[src/rtl/baudot_tx_multi.sv]
// N-channel ITA2 transmitter: accept at edge T puts the start bit on tx from T+1, with automatic LTRS/FIGS insertion.
// din_ready is high only in IDLE; a char needing a shift holds the channel for two back-to-back frames.
module baudot_tx_multi #(
    parameter int CLOCK_RATE = 1000,
    parameter int BAUD_RATE  = 50,
    parameter int CHANNELS   = 3,
    parameter int STOP_HALF  = 3,
    parameter int USOS       = 1
) (
    input  logic                  clk,
    input  logic                  reset,
    input  logic [6*CHANNELS-1:0] din,
    input  logic [CHANNELS-1:0]   din_valid,
    output logic [CHANNELS-1:0]   din_ready,
    output logic [CHANNELS-1:0]   tx,
    output logic [CHANNELS-1:0]   busy
);

    localparam int CLKS_PER_BIT = CLOCK_RATE / BAUD_RATE;
    localparam int STOP_CLKS    = STOP_HALF * CLKS_PER_BIT / 2;
    localparam int CNT_W        = $clog2(CLKS_PER_BIT * 2);

    localparam logic [1:0] S_IDLE  = 2'd0;
    localparam logic [1:0] S_START = 2'd1;
    localparam logic [1:0] S_DATA  = 2'd2;
    localparam logic [1:0] S_STOP  = 2'd3;

    localparam logic [4:0] C_FIGS = 5'b11011;
    localparam logic [4:0] C_LTRS = 5'b11111;
    localparam logic [4:0] C_SP   = 5'b00100;

    for (genvar c = 0; c < CHANNELS; c++) begin : g_ch
        logic [1:0]       r_state;
        logic [CNT_W-1:0] r_cnt;
        logic [2:0]       r_bit;
        logic [4:0]       r_code;
        logic [4:0]       r_pend;
        logic             r_shift_pend;
        logic             r_figs;

        logic [5:0] w_din;
        logic       w_accept;
        logic       w_neutral;
        logic       w_insert;
        logic       w_bit_end;
        logic       w_stop_end;
        logic       w_figs_next;

        assign w_din      = din[6*c +: 6];
        assign w_accept   = din_valid[c] && din_ready[c];
        assign w_neutral  = (w_din[4:0] == 5'b00000) || (w_din[4:0] == 5'b00010) ||
                            (w_din[4:0] == 5'b01000) || (w_din[4:0] == C_SP)    ||
                            (w_din[4:0] == C_FIGS)   || (w_din[4:0] == C_LTRS);
        assign w_insert   = !w_neutral && (w_din[5] != r_figs);
        assign w_bit_end  = (r_cnt == CNT_W'(CLKS_PER_BIT - 1));
        assign w_stop_end = (r_cnt == CNT_W'(STOP_CLKS - 1));

        // Shift state implied by the frame whose stop period is finishing
        always_comb begin
            w_figs_next = r_figs;
            if (r_code == C_FIGS)
                w_figs_next = 1'b1;
            else if (r_code == C_LTRS)
                w_figs_next = 1'b0;
            else if ((USOS != 0) && (r_code == C_SP))
                w_figs_next = 1'b0;
        end

        always_ff @(posedge clk) begin
            if (reset) begin
                r_state      <= S_IDLE;
                r_cnt        <= '0;
                r_bit        <= '0;
                r_code       <= '0;
                r_pend       <= '0;
                r_shift_pend <= 1'b0;
                r_figs       <= 1'b0;
            end else begin
                case (r_state)
                    S_IDLE: begin
                        if (w_accept) begin
                            r_cnt   <= '0;
                            r_bit   <= '0;
                            r_pend  <= w_din[4:0];
                            r_state <= S_START;
                            if (w_insert) begin
                                r_code       <= w_din[5] ? C_FIGS : C_LTRS;
                                r_shift_pend <= 1'b1;
                            end else begin
                                r_code       <= w_din[4:0];
                                r_shift_pend <= 1'b0;
                            end
                        end
                    end
                    S_START: begin
                        if (w_bit_end) begin
                            r_cnt   <= '0;
                            r_bit   <= '0;
                            r_state <= S_DATA;
                        end else begin
                            r_cnt <= r_cnt + CNT_W'(1);
                        end
                    end
                    S_DATA: begin
                        if (w_bit_end) begin
                            r_cnt <= '0;
                            if (r_bit == 3'd4)
                                r_state <= S_STOP;
                            else
                                r_bit <= r_bit + 3'd1;
                        end else begin
                            r_cnt <= r_cnt + CNT_W'(1);
                        end
                    end
                    S_STOP: begin
                        if (w_stop_end) begin
                            r_cnt  <= '0;
                            r_figs <= w_figs_next;
                            // Deferred char follows its shift frame with no idle cycle
                            if (r_shift_pend) begin
                                r_code       <= r_pend;
                                r_shift_pend <= 1'b0;
                                r_bit        <= '0;
                                r_state      <= S_START;
                            end else begin
                                r_state <= S_IDLE;
                            end
                        end else begin
                            r_cnt <= r_cnt + CNT_W'(1);
                        end
                    end
                    default: r_state <= S_IDLE;
                endcase
            end
        end

        assign din_ready[c] = (r_state == S_IDLE) && !reset;
        assign busy[c]      = (r_state != S_IDLE);
        assign tx[c]        = (r_state == S_START) ? 1'b0 :
                              (r_state == S_DATA)  ? r_code[r_bit] : 1'b1;
    end

endmodule

[config.mk]
export PLATFORM = sky130hd
export DESIGN_NAME = baudot_tx_multi
export DESIGN_NICKNAME = d
export VERILOG_FILES = /design/src/rtl/baudot_tx_multi.sv
export SDC_FILE = /design/constraint.sdc
export NUM_CORES = 1
export LEC_CHECK = 0
export BUFFER_PORTS_ARGS = -buffer_cell sky130_fd_sc_hd__buf_2
export CAP_MARGIN = 20
export CORE_MARGIN = 5
export CORE_UTILIZATION = 60
export CTS_CLUSTER_DIAMETER = 50
export DETAILED_ROUTE_END_ITERATION = 10
export GPL_ROUTABILITY_DRIVEN = 0
export PLACE_DENSITY = 0.8
export SYNTH_ARGS = -nofsm -noshare
export SYNTH_HDL_FRONTEND = slang
export SYNTH_SLANG_ARGS = --single-unit
[constraint.sdc]
create_clock -name clk -period 2.42 [get_ports clk]
set_clock_uncertainty 0.05 [all_clocks]
set_input_delay 0 -clock clk [delete_from_list [all_inputs] [get_ports clk]]
set_output_delay 0 -clock clk [all_outputs]
set_load 0.01 [all_outputs]
==> flow_metrics.py, run 1 <==
metrics = {
    "run_status": {
        "outcome": "finished, final reports clean",
    },
    "setup_path": {
        "required_ns": 2.64,
        "worst-r2r-cell-count": 6,
        "reg2reg_setup_slack_ns": 0.27,
        "critical_path_arrival_ns": 2.37,
        "cp-start-kind": "register",
        "cp_max_fo": 5,
        "worst_r2r_endpoint": "g_ch[1].r_bit[1]",
        "end_kind": "register",
        "setup_cp_type": "register to register",
        "reg2reg_from": "g_ch[1].r_cnt[1]",
    },
    "power": {
        "switching_power_total_mw": 1.61,
        "internal-power_mw": 2.57,
        "leakagePower_nw": 1.82,
        "seq_power_share_pct": 37.1,
        "post-layout-total-power_mw": 4.19,
        "pwr_density_cell_nw_per_um2": 864,
        "netSwitchingFraction_pct": 38.6,
        "ir_worst_vdd_uv": 487,
        "share_clk_of_total_power_pct": 22.1,
        "power_frac_comb_pct": 40.8,
    },
    "detailed_routing": {
        "drtPass1Iterations": 5,
        "remaining_drc_errors": 0,
        "wl_per_cell_um": 14.7,
        "number_of_violations_reported_at_the_end_of_detailed_routing_iteration_0": 198,
        "routed_via_density": 5.97,
        "number_of_routed_nets_with_antenna_violations": 0,
        "vias": 3889,
        "routed_wire_length_mm": 9.57,
    },
    "floorplan": {
        "floorplan.die_area_um2": 8660,
        "die_h_um": 93.1,
        "fp.dieW_um": 93.1,
        "std_cell_rows": 30,
        "top_level_ports": 32,
        "floorplan.initialDensity_pct": 61.3,
        "floorplan.core_area_um2": 6760,
    },
    "placement": {
        "placement.io_buffers": 31,
        "placement.setup.worst_slack_ns": 0.251,
        "hpwlAfterDp_mm": 6.80,
    },
    "grt": {
        "antenna_found_initial": 0,
        "grt_overflow_total": 0,
        "grt_start_max_net_pins": 30,
        "grt_usage_pct": 23.2,
        "via_count_of_the_first_global_routing_pass": 3707,
        "grt_first_pass_wirelength_mm": 16.6,
    },
    "yosys": {
        "yosys_most_used_dff": "sky130_fd_sc_hd__dfxtp_1",
        "top_cell_type_by_total_area_after_synthesis": "sky130_fd_sc_hd__dfxtp_1",
        "synth_most_common_cell": "sky130_fd_sc_hd__dfxtp_1",
        "ranking_of_synthesized_cells_by_area": "sky130_fd_sc_hd__dfxtp_1 33%, sky130_fd_sc_hd__ha_1 7.6%, sky130_fd_sc_hd__a21oi_1 5.6%",
        "syn_area_um2": 4140,
        "synth.net_count": 558,
        "syn_inst": 510,
        "ys_seq_elements": 69,
        "synth_edf_count": 0,
        "synth_commonest_cells": "69 x sky130_fd_sc_hd__dfxtp_1, 51 x sky130_fd_sc_hd__nand2_1, 46 x sky130_fd_sc_hd__a21oi_1",
        "syn-mean-instance-area_um2": 8.12,
        "yosysTopAreaCellShare_pct": 33.4,
        "synthArstFlopShare_pct": 0,
        "ys_types": 63,
        "yosysSeqAreaShare_pct": 33.4,
        "yosysWarnings": 0,
    },
    "timing": {
        "fin_worst_hold_slack_ns": 0.0463,
        "worst_slew_pin_slew_ns": 0.635,
        "setup_violations": 0,
        "final_report_max_slew_violation_count": 0,
        "finalHoldViolations": 0,
        "setup_ws_ns": 0.271,
        "timing.slew.headroom_pct": 57.7,
        "max_clock_freq_ghz": 0.465,
        "final.period_utilization_pct": 88.8,
        "timing.setup.tns_ns": 0,
        "grt_setup_unrepaired": "no",
        "min_period_ns": 2.15,
    },
    "min_path": {
        "min-delay-start": "din[17]",
        "worstHoldEndpoint": "g_ch[2].r_shift_pend",
        "hp-class": "primary input to register",
        "worst_hold_path_cell_count": 5,
    },
    "cts": {
        "clk_transition_reported_paths_ns": 0.07,
        "clock_sinks": 69,
        "clock_tree.htree_level_count": 3,
        "max-clock-path-buffers": 2,
        "clock_tree.root_cell": "sky130_fd_sc_hd__clkbuf_8",
        "tritoncts_clock_tree": "yes",
        "tritoncts_buffer_count": 9,
        "clock_latency_ns": 0.34,
        "cts.repair_timing.setup_buffer_count": 0,
    },
    "cells_and_area": {
        "layout_overhead_on_the_synthesized_area_pct": 17.0,
        "insertedDiodeCount": 0,
        "drive_gt1_share_pct": 12.8,
        "design.final.nets": 615,
    },
    "flow_run": {
        "cap_viol_max_count": 0,
    },
}
-- layer usage --
metal  track usage (%)  wire length, um  up-vias  share of wire [%]
met2              40.1             4710      105                 49
met3              4.42              435       18                4.5
met5                 0                0        -                  0
met1              28.9             4240     1816                 44
li1                  -                -     1950                  -
met4              7.94              189        0                2.0
-- worst max-delay path by stage --
stage / start / to / slack [ns] / depth (start not counted)
floorplan: g_ch[1].r_state[0] / g_ch[1].r_bit[1] / 0.41 / 8
global placement: g_ch[0].r_state[0] / g_ch[0].r_bit[0] / 0.36 / 7
detailed placement: g_ch[0].r_state[0] / g_ch[0].r_bit[0] / 0.25 / 7
CTS: g_ch[0].r_state[0] / g_ch[0].r_bit[0] / 0.23 / 7
global route: g_ch[0].r_state[1] / g_ch[0].r_bit[0] / 0.08 / 7
finish: g_ch[1].r_cnt[1] / g_ch[1].r_bit[1] / 0.27 / 6
-- kinds of logic after synthesis --
family	share of synthesized area, %
multiplexers	4.87
adder cells (fa/ha/maj)	8.28
AND/OR/NAND/NOR	22.3
XOR/XNOR	1.69
flip-flops	33.4
buffers and inverters	6.23
AO/OA/AOI/OAI	23.2
-- placed cells by master (no fill, tap or decap), types with 11 or more instances in the layout --
master                          instances
sky130_fd_sc_hd__nor2_1                37
sky130_fd_sc_hd__nand2_1               51
sky130_fd_sc_hd__a21oi_1               46
sky130_fd_sc_hd__a31oi_1               11
sky130_fd_sc_hd__o21ai_0               29
sky130_fd_sc_hd__nand4_1               14
sky130_fd_sc_hd__nand3_1               26
sky130_fd_sc_hd__inv_1                 45
sky130_fd_sc_hd__ha_1                  25
sky130_fd_sc_hd__dfxtp_1               69
sky130_fd_sc_hd__buf_2                 31
sky130_fd_sc_hd__dlygate4sd3_1         28
-- critical path, stage by stage, from the launching register on --
cell and delay (ns):
sky130_fd_sc_hd__dfxtp_1 0.41, sky130_fd_sc_hd__ha_1 0.24, sky130_fd_sc_hd__or3b_1 0.42, sky130_fd_sc_hd__o22a_1 0.22
sky130_fd_sc_hd__nor4_4 0.28, sky130_fd_sc_hd__mux2_2 0.38, sky130_fd_sc_hd__nor2_1 0.09
-- repair_timing --
action | 4_1_cts | 5_1_grt
hold endpoints to repair | 17 | 0
hold buffers | 28 | 0
endpoints found under the setup margin | 0 | 1
resized for setup | 0 | 1
-- stage by stage --
step	cells	util, %	instance area (um^2)
after CTS	651	71.6	4840
after detailed placement	608	64.6	4370
final	651	71.7	4840
after global placement	608	64.6	4370
after global routing	651	71.7	4840
after floorplan	510	-	4140
-- power groups by stage --
stage               clock network, mW  registers, mW  logic, mW
global placement                    0           1.56       1.54
floorplan                           0           1.50       1.23
finish                          0.927           1.55       1.71
CTS                             0.944           1.55       1.67
detailed placement                  0           1.57       1.59
global route                     1.00           1.58       1.91
-- flip-flops by register name (all words and copies together), names as in the netlist --
signal             flops
g_ch.r_shift_pend      3
g_ch.r_bit             9
g_ch.r_pend           15
g_ch.r_cnt            18
g_ch.r_code           15
g_ch.r_figs            3
g_ch.r_state           6
-- layout make-up --
type                            count  area [um^2]
Sequential cell                    69         1380
Multi-Input combinational cell    375         2510
Inverter                           45          169
Fill cell                         525         1910
Clock inverter                      3         46.3
Timing Repair Buffer               67          495
Clock buffer                       12          145
Tap cell                           80          100
Note: power is estimated with default switching activity, not from simulation.
==> inputs of run 2 (changes only) <==
Settings changed: BUFFER_PORTS_ARGS -buffer_cell sky130_fd_sc_hd__buf_2 to default, DONT_BUFFER_PORTS from default to 1, PLACE_DENSITY 0.8 to 0.76.
==> run 2 against run 1 <==
  * The run now ends with negative hold slack left
  * Register-to-register slack got worse by 0.17 ns
  * Sequential share of layout area up 1.1 points
  * Sequential cell count unchanged
  * Critical path depth did not move
  * Hold slack worse by 0.047 ns
  * Cell count is 5.2% lower
  * Non-clock buffer count fell by 35
  * Clock-buffer cell count down 1
  * Total power fell by 2.4%
  * Die area stayed put
  * Highest routed layer unchanged
==> flow_metrics.py, run 2 (synthesized netlist as in run 1, its figures left out) <==
metrics = {
    "grt": {
        "grt_first_pass_wirelength_mm": 16.2,
        "grt_start_max_net_pins": 57,
        "via_count_of_the_first_global_routing_pass": 3655,
        "antenna_found_initial": 0,
        "grt_usage_pct": 22.9,
        "grt_overflow_total": 0,
    },
    "cells_and_area": {
        "fillers": 548,
        "layout_overhead_on_the_synthesized_area_pct": 12.8,
        "max_reg_flops": 18,
        "design.final.nets": 580,
        "final_common_cell": "sky130_fd_sc_hd__dfxtp_1",
        "biggestRegsByFlops": "g_ch.r_cnt: 18 flops, g_ch.r_code: 15 flops, g_ch.r_pend: 15 flops",
        "most-common-layout-cells": "69 x sky130_fd_sc_hd__dfxtp_1, 51 x sky130_fd_sc_hd__nand2_1, 46 x sky130_fd_sc_hd__a21oi_1",
        "insertedDiodeCount": 0,
        "layoutNonFillerInstCount": 617,
        "drive_gt1_share_pct": 8.01,
        "register_ranked_first_by_flip_flop_count": "g_ch.r_cnt",
    },
    "detailed_routing": {
        "wl_per_cell_um": 15.5,
        "routed_wire_length_mm": 9.58,
        "remaining_drc_errors": 0,
        "routed_via_density": 6.15,
        "drtPass1Iterations": 4,
        "vias": 3797,
        "number_of_violations_reported_at_the_end_of_detailed_routing_iteration_0": 131,
        "number_of_routed_nets_with_antenna_violations": 0,
    },
    "timing": {
        "grt_setup_unrepaired": "no",
        "final_report_max_slew_violation_count": 0,
        "max_clock_freq_ghz": 0.432,
        "timing.setup.tns_ns": 0,
        "finalHoldViolations": 1,
        "final.period_utilization_pct": 95.7,
        "worst_slew_pin_slew_ns": 0.626,
        "timing.slew.headroom_pct": 58.2,
        "setup_violations": 0,
        "min_period_ns": 2.32,
        "fin_worst_hold_slack_ns": -0.000834,
    },
    "setup_path": {
        "end_kind": "register",
        "required_ns": 2.67,
        "setup_cp_type": "register to register",
        "critical_path_arrival_ns": 2.56,
        "cp_max_fo": 10,
        "cp-start-kind": "register",
    },
    "power": {
        "internal-power_mw": 2.50,
        "pwr_density_cell_nw_per_um2": 875,
        "power_frac_comb_pct": 39.0,
        "ir_worst_vdd_uv": 527,
        "seq_power_share_pct": 38.0,
        "share_clk_of_total_power_pct": 23.0,
        "post-layout-total-power_mw": 4.09,
        "switching_power_total_mw": 1.58,
        "leakagePower_nw": 1.72,
        "netSwitchingFraction_pct": 38.8,
    },
    "cts": {
        "clk_transition_reported_paths_ns": 0.07,
        "clock_sinks": 69,
        "cts.repair_timing.setup_buffer_count": 0,
        "tritoncts_buffer_count": 9,
        "tritoncts_clock_tree": "yes",
        "clock_latency_ns": 0.35,
        "clock_tree.htree_level_count": 3,
        "clock_tree.root_cell": "sky130_fd_sc_hd__clkbuf_8",
        "max-clock-path-buffers": 2,
    },
    "floorplan": {
        "fp.dieW_um": 93.1,
        "die_h_um": 93.1,
        "floorplan.initialDensity_pct": 61.3,
        "floorplan.die_area_um2": 8660,
        "top_level_ports": 32,
        "std_cell_rows": 30,
        "floorplan.core_area_um2": 6760,
    },
    "placement": {
        "hpwlAfterDp_mm": 6.49,
        "post-place-cells": 575,
        "placement.io_buffers": 0,
    },
    "run_status": {
        "outcome": "complete, but fails checks",
        "failed_checks": "negative hold slack",
    },
    "min_path": {
        "hp-class": "primary input to output pin",
    },
    "flow_run": {
        "cap_viol_max_count": 0,
    },
}
-- run 2: cell count changes in the layout (fill, tap and decap cells not counted), sizes merged --
cell         before  now
clkinv            1    4
clkinvlp          1    0
buf              39    7
clkbuf           12   11
dlygate4sd3      28   25
-- run 2: timing repair --
item | in CTS | in global routing
hold buffers | 26 | 0
resized for setup | 0 | 1
setup endpoints to repair | 0 | 1
endpoints found under the hold margin | 60 | 0
-- run 2: per-layer routing --
layer | part of all wire, % | up-vias | global-route usage [%]
met5 | 0 | - | 0
met4 | 2.0 | 0 | 10.0
met3 | 4.2 | 18 | 3.46
met2 | 49 | 86 | 39.8
met1 | 44 | 1815 | 27.9
li1 | - | 1878 | -
-- run 2: area by class of cell --
type                       count  area (um^2)  area share, %
timing repair buffer          32          323           6.92
clock buffer                  11          141           3.03
inverter                      45          169           3.62
multi-input combinational    375         2500           53.6
clock inverter                 5         50.0           1.07
tap                           80          100           2.14
sequential                    69         1380           29.6
-- run 2: per-stage QoR --
step / instance area, um^2 / hold slack (ns) / worst slack [ns] / util [%]
3_5_place_dp: 4200 / 0.00143 / 0.385 / 62.1
4_1_cts: 4670 / 0.000149 / 0.126 / 69.1
5_1_grt: 4670 / 0.000393 / 0.00626 / 69.1
3_3_place_gp: 4200 / 0.00151 / 0.418 / 62.1
6_report: 4670 / -0.000834 / 0.105 / 69.1
2_1_floorplan: 4140 / 0.0975 / 0.409 / -
-- run 2: worst paths after layout --
path / start / end / slack, ns / cells after the start
setup / recovery: g_ch[0].r_state[0] / g_ch[0].r_pend[0] / 0.10 / 6
hold / removal: reset / din_ready[0] / -0.0008 / 1
setup reg to reg: g_ch[0].r_state[0] / g_ch[0].r_pend[0] / 0.10 / 6
hold reg to reg: g_ch[0].r_pend[2] / g_ch[0].r_pend[2] / 0.41 / 2
-- run 2: power groups by stage --
stage | combinational, mW | clock (mW) | sequential (mW)
after floorplan | 1.23 | 0 | 1.50
after global placement | 1.45 | 0 | 1.56
after detailed placement | 1.49 | 0 | 1.57
after CTS | 1.57 | 0.956 | 1.55
after global routing | 1.77 | 1.01 | 1.58
final | 1.59 | 0.941 | 1.55
-- run 2: worst max-delay path: stages (launching register included) --
cell and delay (ns):
sky130_fd_sc_hd__dfxtp_1 0.35, sky130_fd_sc_hd__inv_1 0.14, sky130_fd_sc_hd__ha_1 0.39, sky130_fd_sc_hd__nand3_1 0.11, sky130_fd_sc_hd__dlygate4sd3_1 0.57, sky130_fd_sc_hd__a21oi_1 0.12
sky130_fd_sc_hd__dlygate4sd3_1 0.55
